**config.mk**
```make
export PLATFORM = sky130hd
export DESIGN_NAME = sat_mixer
export DESIGN_NICKNAME = d
export VERILOG_FILES = /design/src/rtl/sat_mixer_pkg.sv /design/src/rtl/sat_mixer_saturate.sv /design/src/rtl/sat_mixer.sv
export SDC_FILE = /design/constraint.sdc
export NUM_CORES = 1
export LEC_CHECK = 0
export CAP_MARGIN = 20
export CORE_MARGIN = 5
export CORE_UTILIZATION = 50
export DETAILED_ROUTE_END_ITERATION = 8
export GPL_TIMING_DRIVEN = 0
export PLACE_DENSITY_LB_ADDON = 0.2
export SETUP_SLACK_MARGIN = 0.1
export SYNTH_ARGS = -nofsm -noshare
export SYNTH_HDL_FRONTEND = slang
export SYNTH_SLANG_ARGS = --single-unit
export TNS_END_PERCENT = 20
```
**constraint.sdc**
```tcl
create_clock -name CLK -period 14.7 [get_ports CLK]
set_clock_uncertainty 0.2 [all_clocks]
set_input_delay 2.94 -clock CLK [delete_from_list [all_inputs] [get_ports CLK]]
set_output_delay 2.94 -clock CLK [all_outputs]
set_load 0.05 [all_outputs]
```
**src/rtl/sat_mixer_pkg.sv**
```systemverilog
// sat_mixer_pkg: shared FSM state type and accumulator sizing helper for sat_mixer.
package sat_mixer_pkg;

  typedef enum logic [1:0] {
    IDLE  = 2'd0,
    ACCUM = 2'd1,
    SAT   = 2'd2
  } state_t;

  // One sign-growth bit for the gain (up to ~2x) plus log2(channels) for the sum.
  function automatic int unsigned acc_width(input int unsigned in_width,
                                            input int unsigned channels);
    return in_width + 32'd1 + unsigned'($clog2(channels));
  endfunction

endpackage

```
**src/rtl/sat_mixer_saturate.sv**
```systemverilog
// sat_mixer_saturate: combinational signed clamp from IN_WIDTH to OUT_WIDTH.
// Ports: din (signed input), value (clamped signed output), clip (1 when clamped).
module sat_mixer_saturate #(
  parameter int unsigned IN_WIDTH  = 13,
  parameter int unsigned OUT_WIDTH = 10
) (
  input  logic signed [IN_WIDTH-1:0]  din,
  output logic signed [OUT_WIDTH-1:0] value,
  output logic                        clip
);

  if (IN_WIDTH > OUT_WIDTH) begin : g_narrow
    localparam logic signed [OUT_WIDTH-1:0] MAX_V = {1'b0, {(OUT_WIDTH-1){1'b1}}};
    localparam logic signed [OUT_WIDTH-1:0] MIN_V = {1'b1, {(OUT_WIDTH-1){1'b0}}};
    logic fits;

    // Value fits when every bit above the output sign bit equals the input sign.
    always_comb begin
      fits = (din[IN_WIDTH-1:OUT_WIDTH-1] == {(IN_WIDTH-OUT_WIDTH+1){din[IN_WIDTH-1]}});
      clip = ~fits;
      if (fits) begin
        value = din[OUT_WIDTH-1:0];
      end else if (din[IN_WIDTH-1]) begin
        value = MIN_V;
      end else begin
        value = MAX_V;
      end
    end
  end else begin : g_wide
    assign value = OUT_WIDTH'(din);
    assign clip  = 1'b0;
  end

endmodule

```
**src/rtl/sat_mixer.sv**
```systemverilog
// sat_mixer: multi-channel gain-scaled mixer with saturating output.
// One channel is multiplied and accumulated per cycle, then the sum is clamped.
// Ports: CLK, RESET (async active-high), STB (start), IN (packed signed samples),
//        VOL (packed unsigned gains, unity = 2**(VOL_WIDTH-1)), BUSY, OUT,
//        OUT_VALID (one-cycle pulse), CLIP.
// Optional macro SAT_MIXER_CLIP_HOLD_EN: stretch CLIP over CLIP_HOLD clean frames.
module sat_mixer
  import sat_mixer_pkg::*;
#(
  parameter int unsigned IN_WIDTH  = 10,
  parameter int unsigned OUT_WIDTH = 10,
  parameter int unsigned CHANNELS  = 4,
  parameter int unsigned VOL_WIDTH = 8,
  parameter int unsigned CLIP_HOLD = 16
) (
  input  logic                            CLK,
  input  logic                            RESET,
  input  logic                            STB,
  input  logic [CHANNELS*IN_WIDTH-1:0]    IN,
  input  logic [CHANNELS*VOL_WIDTH-1:0]   VOL,
  output logic                            BUSY,
  output logic signed [OUT_WIDTH-1:0]     OUT,
  output logic                            OUT_VALID,
  output logic                            CLIP
);

  localparam int unsigned ACC_W  = acc_width(IN_WIDTH, CHANNELS);
  localparam int unsigned CNT_W  = $clog2(CHANNELS);
  localparam int unsigned PROD_W = IN_WIDTH + VOL_WIDTH + 1;
  localparam int unsigned SHIFT  = VOL_WIDTH - 1;
  localparam logic [CNT_W-1:0] LAST_CH = CNT_W'(CHANNELS - 1);

  state_t                          state_q, state_d;
  logic [CNT_W-1:0]                ch_q, ch_d;
  logic signed [ACC_W-1:0]         acc_q, acc_d;
  logic [CHANNELS*IN_WIDTH-1:0]    in_q, in_d;
  logic [CHANNELS*VOL_WIDTH-1:0]   vol_q, vol_d;
  logic signed [OUT_WIDTH-1:0]     out_d;
  logic                            busy_d, valid_d, clip_d;

  logic [IN_WIDTH-1:0]             cur_in;
  logic [VOL_WIDTH-1:0]            cur_vol;
  logic signed [PROD_W-1:0]        prod, term;
  logic signed [ACC_W-1:0]         acc_sum;
  logic signed [OUT_WIDTH-1:0]     sat_val;
  logic                            sat_clip;

`ifdef SAT_MIXER_CLIP_HOLD_EN
  localparam int unsigned HOLD_W = (CLIP_HOLD > 0) ? $clog2(CLIP_HOLD + 1) : 1;
  logic [HOLD_W-1:0] hold_q, hold_d;
`endif

  // Select the latched sample and gain of the current channel.
  always_comb begin
    cur_in  = '0;
    cur_vol = '0;
    for (int k = 0; k < int'(CHANNELS); k++) begin
      if (ch_q == CNT_W'(k)) begin
        cur_in  = in_q[k*IN_WIDTH +: IN_WIDTH];
        cur_vol = vol_q[k*VOL_WIDTH +: VOL_WIDTH];
      end
    end
  end

  // Signed sample times unsigned gain, floor-scaled back to unity.
  always_comb begin
    prod    = $signed({{(VOL_WIDTH+1){cur_in[IN_WIDTH-1]}}, cur_in}) *
              $signed({{IN_WIDTH{1'b0}}, cur_vol});
    term    = prod >>> SHIFT;
    acc_sum = acc_q + ACC_W'(term);
  end

  sat_mixer_saturate #(
    .IN_WIDTH  (ACC_W),
    .OUT_WIDTH (OUT_WIDTH)
  ) SATURATE (
    .din   (acc_q),
    .value (sat_val),
    .clip  (sat_clip)
  );

  // Next-state and datapath update.
  always_comb begin
    state_d = state_q;
    ch_d    = ch_q;
    acc_d   = acc_q;
    in_d    = in_q;
    vol_d   = vol_q;
    out_d   = OUT;
    valid_d = 1'b0;
`ifdef SAT_MIXER_CLIP_HOLD_EN
    hold_d  = hold_q;
    clip_d  = (hold_q != '0);
`else
    clip_d  = CLIP;
`endif

    case (state_q)
      IDLE: begin
        if (STB) begin
          in_d    = IN;
          vol_d   = VOL;
          acc_d   = '0;
          ch_d    = '0;
          state_d = ACCUM;
        end
      end
      ACCUM: begin
        acc_d = acc_sum;
        if (ch_q == LAST_CH) begin
          state_d = SAT;
        end else begin
          ch_d = ch_q + CNT_W'(1);
        end
      end
      SAT: begin
        out_d   = sat_val;
        valid_d = 1'b1;
        state_d = IDLE;
`ifdef SAT_MIXER_CLIP_HOLD_EN
        if (sat_clip) begin
          clip_d = 1'b1;
          hold_d = HOLD_W'(CLIP_HOLD);
        end else if (hold_q != '0) begin
          hold_d = hold_q - HOLD_W'(1);
        end
`else
        clip_d = sat_clip;
`endif
      end
      default: state_d = IDLE;
    endcase

    busy_d = (state_d != IDLE);
  end

  // State and output registers.
  always_ff @(posedge CLK or posedge RESET) begin
    if (RESET) begin
      state_q   <= IDLE;
      ch_q      <= '0;
      acc_q     <= '0;
      in_q      <= '0;
      vol_q     <= '0;
      BUSY      <= 1'b0;
      OUT       <= '0;
      OUT_VALID <= 1'b0;
      CLIP      <= 1'b0;
`ifdef SAT_MIXER_CLIP_HOLD_EN
      hold_q    <= '0;
`endif
    end else begin
      state_q   <= state_d;
      ch_q      <= ch_d;
      acc_q     <= acc_d;
      in_q      <= in_d;
      vol_q     <= vol_d;
      BUSY      <= busy_d;
      OUT       <= out_d;
      OUT_VALID <= valid_d;
      CLIP      <= clip_d;
`ifdef SAT_MIXER_CLIP_HOLD_EN
      hold_q    <= hold_d;
`endif
    end
  end

endmodule

```
==> results <==
- For this run, the leading register cell type out of synthesis is dfrtp_1.
- The routed wire length is 16,400 um.
- From bottom edge to top edge, the die measures 135 um.
- The initial standard-cell utilization of the core is 0.512.
- The number of vias after detailed routing is 5,681.
- The via count of the first global-routing pass was 5,802.
- Ranked by total cell area, the synthesized netlist is headed by dfrtp_1 (33%), fa_1 (17%), mux2_2 (11%), ha_1 (8.0%), inv_1 (5.0%).
- The register clock-pin slew on the reported worst setup and hold paths is 0.07 ns.
- In the routed layout, each cell is associated on average with a via count of 5.10.
- The congestion estimate from routability-driven global placement came to 0.807.
- OpenSTA, run right after detailed placement, puts the worst setup slack at 6.14 ns.
- The layout has 1,305 filler cells.
- The deepest clock path buffer count is 2.
- For this run, the number of Yosys warnings is 0.
- The min-delay analysis places its worst path in the category register to register.
- The largest stage delay on the critical path is 0.64 ns.
- The I/O pin count is 88.
- The count of nets left with antenna violations after detail routing is 0.
- The synthesized-area fraction occupied by adder cells is 0.249.
- The number of hold buffers added after CTS is 0.
- The headroom to the max-slew limit is 0.295.
- The number of enable flip-flop cells after synthesis is 0.
- The register area share after synthesis is 0.327.
- Across every metal layer, demand over resource in global routing totals 0.191.
- Of the total synthesized cell area, the portion taken by XOR and XNOR cells is 0.0258.
- Buffers inserted during clock tree synthesis total 9.
- The async set-or-reset flop fraction in the synthesized netlist is 1.00.
- The root buffer cell is clkbuf_16.
- The TritonCTS clock tree is done.
- By count the netlist is led by inv_1 (105), dfrtp_1 (102), nor2_1 (85), nand2_1 (76), mux2_2 (74).
- The core occupancy in the finished layout is 0.611.
- The die area is 18,200 um2.
- The final hold violation count is 0.
- The largest family of logic cells by synthesized area is adder cells.
- The first-pass detailed-route iteration total is 4.
- The share of Yosys cell area claimed by the top area cell type is 0.327.
- The cell area after technology mapping is 7810 um2.
- The number of buffers inserted by post-CTS setup repair is 0.
- The initial antenna violation count came to 0.
- The simple-gate share of the synthesized area is 0.127.
- Counting I/O delays and the setup requirement, the final critical path takes 8.66 ns.
- For this block, the initial DRC count from the detailed router was 191.
- The area used by sequential logic in the layout is 2550 um2.
- At the pin with the least slew margin, the transition time is 1.06 ns.
- The count of pins over their slew limit is 0.
- The distinct cell type count after synthesis is 53.
- Synthesis produced 799 cells.
- From left edge to right edge, the die measures 135 um.
- The fraction of synthesized area in multiplexers is 0.107.
- The worst setup path is of the register to register kind.
- Once the clock tree was built, the resizer swapped 0 gates to a different size.
- The core outline area is 15,300 um2.
- The critical path data arrival time is 8.70 ns.
- After legalization and detailed placement, the total HPWL measured 13,600 um.
- The biggest area contributor in the post-synthesis netlist is dfrtp_1.
- At the worst endpoint, the required time is 14.74 ns.
- Row generation in the floorplan step produced 45 rows.
- Of the available clock period, the critical path in the final layout requires 0.589.
- For this run the aggregate overflow at the end of global routing stands at 0.
- The clock drives 102 sinks.
- The multi-input combinational cell area is 4770 um2.
- The wire length per cell after detailed routing is 14.8 um.
- After synthesis the netlist holds a flip-flop and latch count of 102.
- Adding up every negative setup slack in the final design gives 0 ns.
- The insertion delay to the later sink of the worst-skew pair is 0.35 ns.
- The number of port buffers is 87.
- The max-cap violation count is 0.
- The cell at the slowest stage of the critical path is o21ai_1.
- Setup repair after global routing left no endpoint under its margin.
- Along the worst path, the maximum fanout reaches 10.
- The final routed DRC violation total is 0.
- Setup violations remaining at the end of the flow were counted as 0.
- The flow ran to the end, and the final reports show no timing, DRC or antenna violations.
- In the final design database the tool counted 1,089 nets.
- The repair_antennas step left the layout with diodes totalling 0.
- The net count of the mapped netlist is 990.
- For this run, the top clock speed supported by timing is 0.115 GHz.
- The startpoint type of the worst setup path is a register.
- The most numerous cell in the Yosys netlist is inv_1.
- Setup slack on the critical path of the routed design comes to 6.04 ns.
- The share of layout cells above drive strength 1 is 0.115.
- The pin count of the biggest net entering global routing is 70.
- A synthesized cell averages 9.78 um2.
- CTS built an H-tree with a depth of 3.
- The first global-routing pass estimated 27,800 um of wire.
- From synthesis to final layout, the design area changed by 19.3%.
- The worst setup path is captured at a register.
- The fraction of the mapped netlist area in compound gates came to 0.102.
## state kept, by name, summed over array words and instances (netlist names)
| name | count |
|---|---|
| in_q | 40 |
| vol_q | 32 |
| acc_q | 13 |
| OUT | 10 |
| ch_q | 2 |
| state_q | 2 |
| BUSY | 1 |
| CLIP | 1 |
| OUT_VALID | 1 |
## critical path, delay by kind of cell, from the launching register on
kind / cells / cell delay [ns]
AOI/OAI and AO/OA: 10 / 2.24
xor gates and xnor gates: 2 / 0.38
adders and majority gates: 7 / 3.15
buffers and inverters: 5 / 0.72
DFF: 1 / 0.41
and+or+nand+nor: 8 / 1.43
## final timing paths
path / from / to / slack, ns / depth (start not counted)
min in group asynchronous: RESET / ch_q[0] / 2.75 / 2
min reg2reg: OUT[2] / OUT[2] / 0.28 / 2
max in group asynchronous: RESET / in_q[36] / 10.87 / 3
max reg2reg: ch_q[0] / acc_q[12] / 6.04 / 32
max: ch_q[0] / acc_q[12] / 6.04 / 32
min: OUT[2] / OUT[2] / 0.28 / 2
## cell usage in the layout (no fill, tap or decap), types with 4 or more instances in the layout
| master | Yosys | layout |
|---|---|---|
| a21oi_1 | 55 | 55 |
| a21o_1 | 10 | 10 |
| o21bai_1 | 4 | 4 |
| nor2_1 | 85 | 85 |
| nand3_1 | 6 | 6 |
| clkbuf_1 | 19 | 19 |
| nand2_1 | 76 | 76 |
| o21ai_0 | 32 | 32 |
| buf_1 | 4 | 4 |
| mux2_2 | 74 | 74 |
| inv_1 | 105 | 104 |
| clkdlybuf4s50_1 | 0 | 87 |
| xor2_1 | 8 | 8 |
| dfrtp_1 | 102 | 102 |
| fa_1 | 66 | 66 |
| nor2b_1 | 9 | 9 |
| clkbuf_16 | 0 | 9 |
| o21ai_1 | 6 | 6 |
| nor3_1 | 7 | 7 |
| xnor2_1 | 15 | 15 |
| nand2b_1 | 13 | 13 |
| ha_1 | 50 | 50 |
| and3_1 | 6 | 6 |
## cells by family after synthesis
logic type               Yosys count
flip-flops                       102
XOR/XNOR                          23
multiplexers                      74
adder cells (fa/ha/maj)          116
buffers and inverters            131
AND/OR/NAND/NOR                  220
AO/OA/AOI/OAI                    133
## per-layer routing
metal | global-route usage | part of all wire | wire (um) | vias up
met1 | 0.259 | 0.47 | 7790 | 2754
li1 | - | - | - | 2811
met2 | 0.324 | 0.48 | 7850 | 104
met5 | 0 | 0 | 0 | -
met3 | 0.0335 | 0.039 | 641 | 12
met4 | 0.0420 | 0.0097 | 160 | 0
## layout make-up
type | count | area share
multi-input cells | 566 | 0.512
repair buffers | 88 | 0.0964
inverters | 106 | 0.0430
plain buffers | 25 | 0.0103
flip-flops and latches | 102 | 0.274
well taps | 211 | 0.0283
clock inverters | 7 | 0.0122
clock buffers | 9 | 0.0242
## metrics by stage
step           cells  hold WS [ns]  cell area, um2
5_1_grt         1114         0.306            9320
4_1_cts         1114         0.284            9320
3_3_place_gp    1097         0.261            8950
2_1_floorplan    799         0.272            7810
6_report        1114         0.275            9320
3_5_place_dp    1098         0.269            8980
Power is not shown: default switching activity piles up to over one toggle a cycle in this logic, so the estimate is an artifact.
==> RTL change 1 (same flow settings) <==
Build with the macro `SAT_MIXER_CLIP_HOLD_EN` defined.
--- a/src/rtl/sat_mixer.sv
+++ b/src/rtl/sat_mixer.sv
@@ -5,4 +5,6 @@
 //        OUT_VALID (one-cycle pulse), CLIP.
 // Optional macro SAT_MIXER_CLIP_HOLD_EN: stretch CLIP over CLIP_HOLD clean frames.
+`define SAT_MIXER_CLIP_HOLD_EN
+
 module sat_mixer
   import sat_mixer_pkg::*;
Function: same outputs for any inputs over 4 cycles, from zero or initial values and one cycle with RESET high; that may be too few to reach the edited logic, so the function may still have changed.
==> RTL change 1 against the unedited design <==
- die area increased by 3.1%
- final area increased by 2.5%
- worst setup slack improved by 0.094 ns
- synthesized area increased by 3.3%
- sequential cell count increased by 5
- fmax increased by 1.1%
- routed wire length increased by 4.5%
- core utilization decreased by 0.94 points
- worst hold slack improved by 0.0039 ns
- synthesized cell count increased by 3.8%
- critical path type unchanged
- critical endpoint unchanged
- largest cell class unchanged
Power is left out: the tool's default activity adds up to more than one toggle a clock period on the data nets, which glitch-free logic cannot reach.
==> RTL change 1: results <==
[synthesis]
synthTopCellsByCount = dfrtp_1, inv_1, nor2_1
synth-async-reset-ratio = 1.00
yosysWarnings = 0
synth_ff_type = dfrtp_1
syn_nets = 1022
ys_top_cells_by_area = dfrtp_1, fa_1, mux2_2
ys_types = 50
ys_seq_area_frac = 0.332

[routing]
wirelength_mm = 17.2
drt-initial-drc-count = 261
vias = 5924
drt_first_pass_iters = 4

[hold_path]
hold_path_class = flip-flop to flip-flop

[cts]
cts_resized = 0
htree_levels = 3
cts_inserted_buffers = 9
clk_latency_ns = 0.36
post_cts_buffers = 0

[placement]
gp_congestion = 0.802
dp_hpwl_mm = 14.1
placed_cell_area_mm2 = 0.00924
io_buffer_count = 87

[global_routing]
grt_max_degree = 73
grt_pass1_vias = 6243
grt_usage = 0.198
grt_pass1_wl_mm = 29.6
antenna_found_initial = 0

[setup_path]
cp_max_fo = 10
critical-path-top-delay-family = adder cells
cp_data_arrival_time_ns = 8.61
cp_slowest_stage_delay_ns = 0.68

[timing]
slew_headroom = 0.394

[finish]
reg_top3 = in_q (40), vol_q (32), acc_q (13)
drive_above_1_share = 0.115
antenna_cells = 0
final_nets = 1121

[status]
status = finished, final reports clean
## RTL change 1: cell count changes after synthesis, moves of 3 or more
cell and delta:
and3_1 -6, buf_1 -3, dfrtp_1 +5, nand2_1 +9, nor2_1 +10, nor2b_1 -3, o21a_1 +3, o21ai_0 +6
o21ai_1 -5
## RTL change 1: stage by stage
stage / utilization / cells / setup WS (ns)
CTS: 0.601 / 1149 / 6.13
global placement: 0.580 / 1132 / 6.25
finish: 0.601 / 1149 / 6.13
floorplan: - / 829 / 7.23
global route: 0.601 / 1149 / 5.48
detailed placement: 0.582 / 1133 / 6.17
## RTL change 1: path summary, 6_finish.rpt
path | startpoint | endpoint | slack [ns] | cells after the start
max | ch_q[0] | acc_q[12] | 6.13 | 31
min in group asynchronous | RESET | hold_q[1] | 2.75 | 2
max reg2reg | ch_q[0] | acc_q[12] | 6.13 | 31
min reg2reg | OUT[4] | OUT[4] | 0.28 | 2
max in group asynchronous | RESET | in_q[9] | 10.85 | 3
min | OUT[4] | OUT[4] | 0.28 | 2
## RTL change 1: layout make-up
type | instances | area [µm²]
fillers | 1463 | 6340
multi-input cells | 588 | 4880
flip-flops and latches | 107 | 2680
repair buffers | 88 | 898
inverters | 108 | 409
well taps | 216 | 270
clock buffers | 9 | 225
plain buffers | 26 | 109
clock inverters | 7 | 82.6
## RTL change 1: per-layer routing
layer,vias to the layer above,track usage,wire length (µm)
met5,-,0,0
met4,0,0.0366,136
met3,10,0.0320,648
met2,108,0.331,8380
met1,2895,0.276,8010
li1,2911,-,-
## RTL change 1: tightest hold or removal path, delay by kind of cell, from the launching register on
family	cells	cell delay [ns]
DFF	1	0.34
and+or+nand+nor	1	0.04
AOI/OAI and AO/OA	1	0.06
## RTL change 1: kinds of logic after synthesis
group                    count (synthesis)  share of synthesized area
AND/OR/NAND/NOR                        232                      0.124
AO/OA/AOI/OAI                          141                      0.107
buffers and inverters                  134                     0.0639
adder cells (fa/ha/maj)                118                      0.244
flip-flops                             107                      0.332
multiplexers                            72                      0.100
XOR/XNOR                                25                     0.0288
==> RTL change 2 (config.mk and constraints unchanged) <==
Made on the original files. Take the reset off `in_q` and load it in a clocked block of its own.
--- a/src/rtl/sat_mixer.sv
+++ b/src/rtl/sat_mixer.sv
@@ -141,5 +141,4 @@
       ch_q      <= '0;
       acc_q     <= '0;
-      in_q      <= '0;
       vol_q     <= '0;
       BUSY      <= 1'b0;
@@ -154,5 +153,4 @@
       ch_q      <= ch_d;
       acc_q     <= acc_d;
-      in_q      <= in_d;
       vol_q     <= vol_d;
       BUSY      <= busy_d;
@@ -166,4 +164,8 @@
   end
 
+  always_ff @(posedge CLK) begin
+    in_q <= in_d;
+  end
+
 endmodule
 
Formal check against the unedited RTL: same outputs for any inputs over 4 cycles, from zero or initial values and one cycle with RESET high; that may be too few to reach the edited logic, so the function may still have changed.
==> RTL change 2 against the unedited design <==
- worst setup slack better by 0.21 ns
- critical endpoint unchanged
- sequential share of layout area up 3.2 points
- critical path type unchanged
- core utilization up 0.38 points
- final area down 3.4%
- via count down 5.7%
- highest routed layer unchanged
- sequential cell count unchanged
- routed wire length down 1.5%
- synthesized area down 3.6%
Power is left out: the tool's default activity adds up to more than one toggle a clock period on the data nets, which glitch-free logic cannot reach.
==> RTL change 2: results <==
[setup_path]
r2r_cells = 34
cp_slowest_stage_delay_ns = 0.79
cp_max_fo = 10
cp_data_arrival_time_ns = 8.48
r2r-start = ch_q[0]
critical-path-top-delay-family = adder cells
timing.rr.end = acc_q[12]
cpMaxStageDelayCell = a21oi_1
r2r_slack_ns = 6.24

[finish]
final_nets = 1034
top_register = in_q
largest_reg_flops = 40
reg_top3 = in_q (40), vol_q (32), acc_q (13)
antenna_cells = 0
drive_above_1_share = 0.0814

[global_routing]
grt_pass1_wl_mm = 27.8
grt_usage = 0.195
grt_max_degree = 39
use_met1 = 0.245
grt_pass1_vias = 5786
gr-usage-met2 = 0.337
antenna_found_initial = 0
global_route.usage.met3 = 0.0452

[hold_path]
min_path_cells = 2
worstHoldStart = OUT[9]
hold_path_class = flip-flop to flip-flop
holdPathEnd = OUT[9]

[timing]
slew_headroom = 0.321

[synthesis]
yosysWarnings = 0
synth_mux_area_frac = 0.0478
synth_compound_area_frac = 0.109
ys_seq_area_frac = 0.365
synthTopCellsByCount = inv_1, nor2_1, nand2_1
syn_nets = 933
ys_types = 52
synth-async-reset-ratio = 0.608
synthXorXnorAreaFrac = 0.0291
ys_top_cells_by_area = dfrtp_1, fa_1, edfxtp_1
synthAdderAreaFrac = 0.258
synth_edf_count = 40

[placement]
gp_congestion = 0.898
io_buffer_count = 87
dp_hpwl_mm = 13.4

[routing]
dr_wl_met3_um = 869
wl_met2_mm = 8.01
drt-initial-drc-count = 188
wirelength_mm = 16.2
drt_first_pass_iters = 4
met1Wirelength_mm = 6.98
post_drt_via_cell_ratio = 5.19

[cts]
cts_root_buf = clkbuf_16
clk_latency_ns = 0.36
clockBufferDepth = 2
htree_levels = 3
path_clk_slew_ns = 0.07

[status]
status = finished, final reports clean
[RTL change 2: cell count changes after synthesis, moves of 4 or more]
cell	change
o21ai_1	-4
and3_1	-5
o21ai_0	-18
a221o_1	+8
o22ai_1	+5
nand2_1	-5
mux2_2	-42
clkbuf_1	-5
a21oi_1	+6
edfxtp_1	+40
dfrtp_1	-40
[RTL change 2: cell families (layout without fill, tap and decap cells)]
logic type | after synthesis | count (layout)
xor gates and xnor gates | 25 | 25
buffers and inverters | 128 | 234
muxes | 32 | 32
AOI/OAI and AO/OA | 130 | 130
DFF | 102 | 102
adders and majority gates | 116 | 116
and+or+nand+nor | 209 | 209
[RTL change 2: layout make-up]
type / instances / area [µm²]
plain buffers: 20 / 85.1
clock buffers: 10 / 239
clock inverters: 6 / 75.1
well taps: 184 / 230
flip-flops and latches: 102 / 2750
multi-input cells: 512 / 4290
inverters: 108 / 405
fillers: 1218 / 5650
repair buffers: 90 / 918
[RTL change 2: through the flow]
step	util	instances	hold slack [ns]	cell area, µm²	setup WS [ns]
after floorplan	-	742	0.273	7530	7.52
after global placement	0.590	1013	0.265	8630	6.48
after detailed placement	0.593	1016	0.277	8680	6.21
after CTS	0.614	1032	0.296	9000	6.19
after global routing	0.614	1032	0.312	9000	5.46
final	0.614	1032	0.291	9000	6.24
[RTL change 2: worst max path at each step]
stage	startpoint	end	slack, ns	cells past startpoint
after floorplan	ch_q[0]	acc_q[12]	7.52	31
after global placement	ch_q[0]	acc_q[11]	6.48	32
after detailed placement	ch_q[0]	acc_q[12]	6.21	34
after CTS	ch_q[0]	acc_q[11]	6.19	32
after global routing	ch_q[0]	acc_q[12]	5.46	34
final	ch_q[0]	acc_q[12]	6.24	34
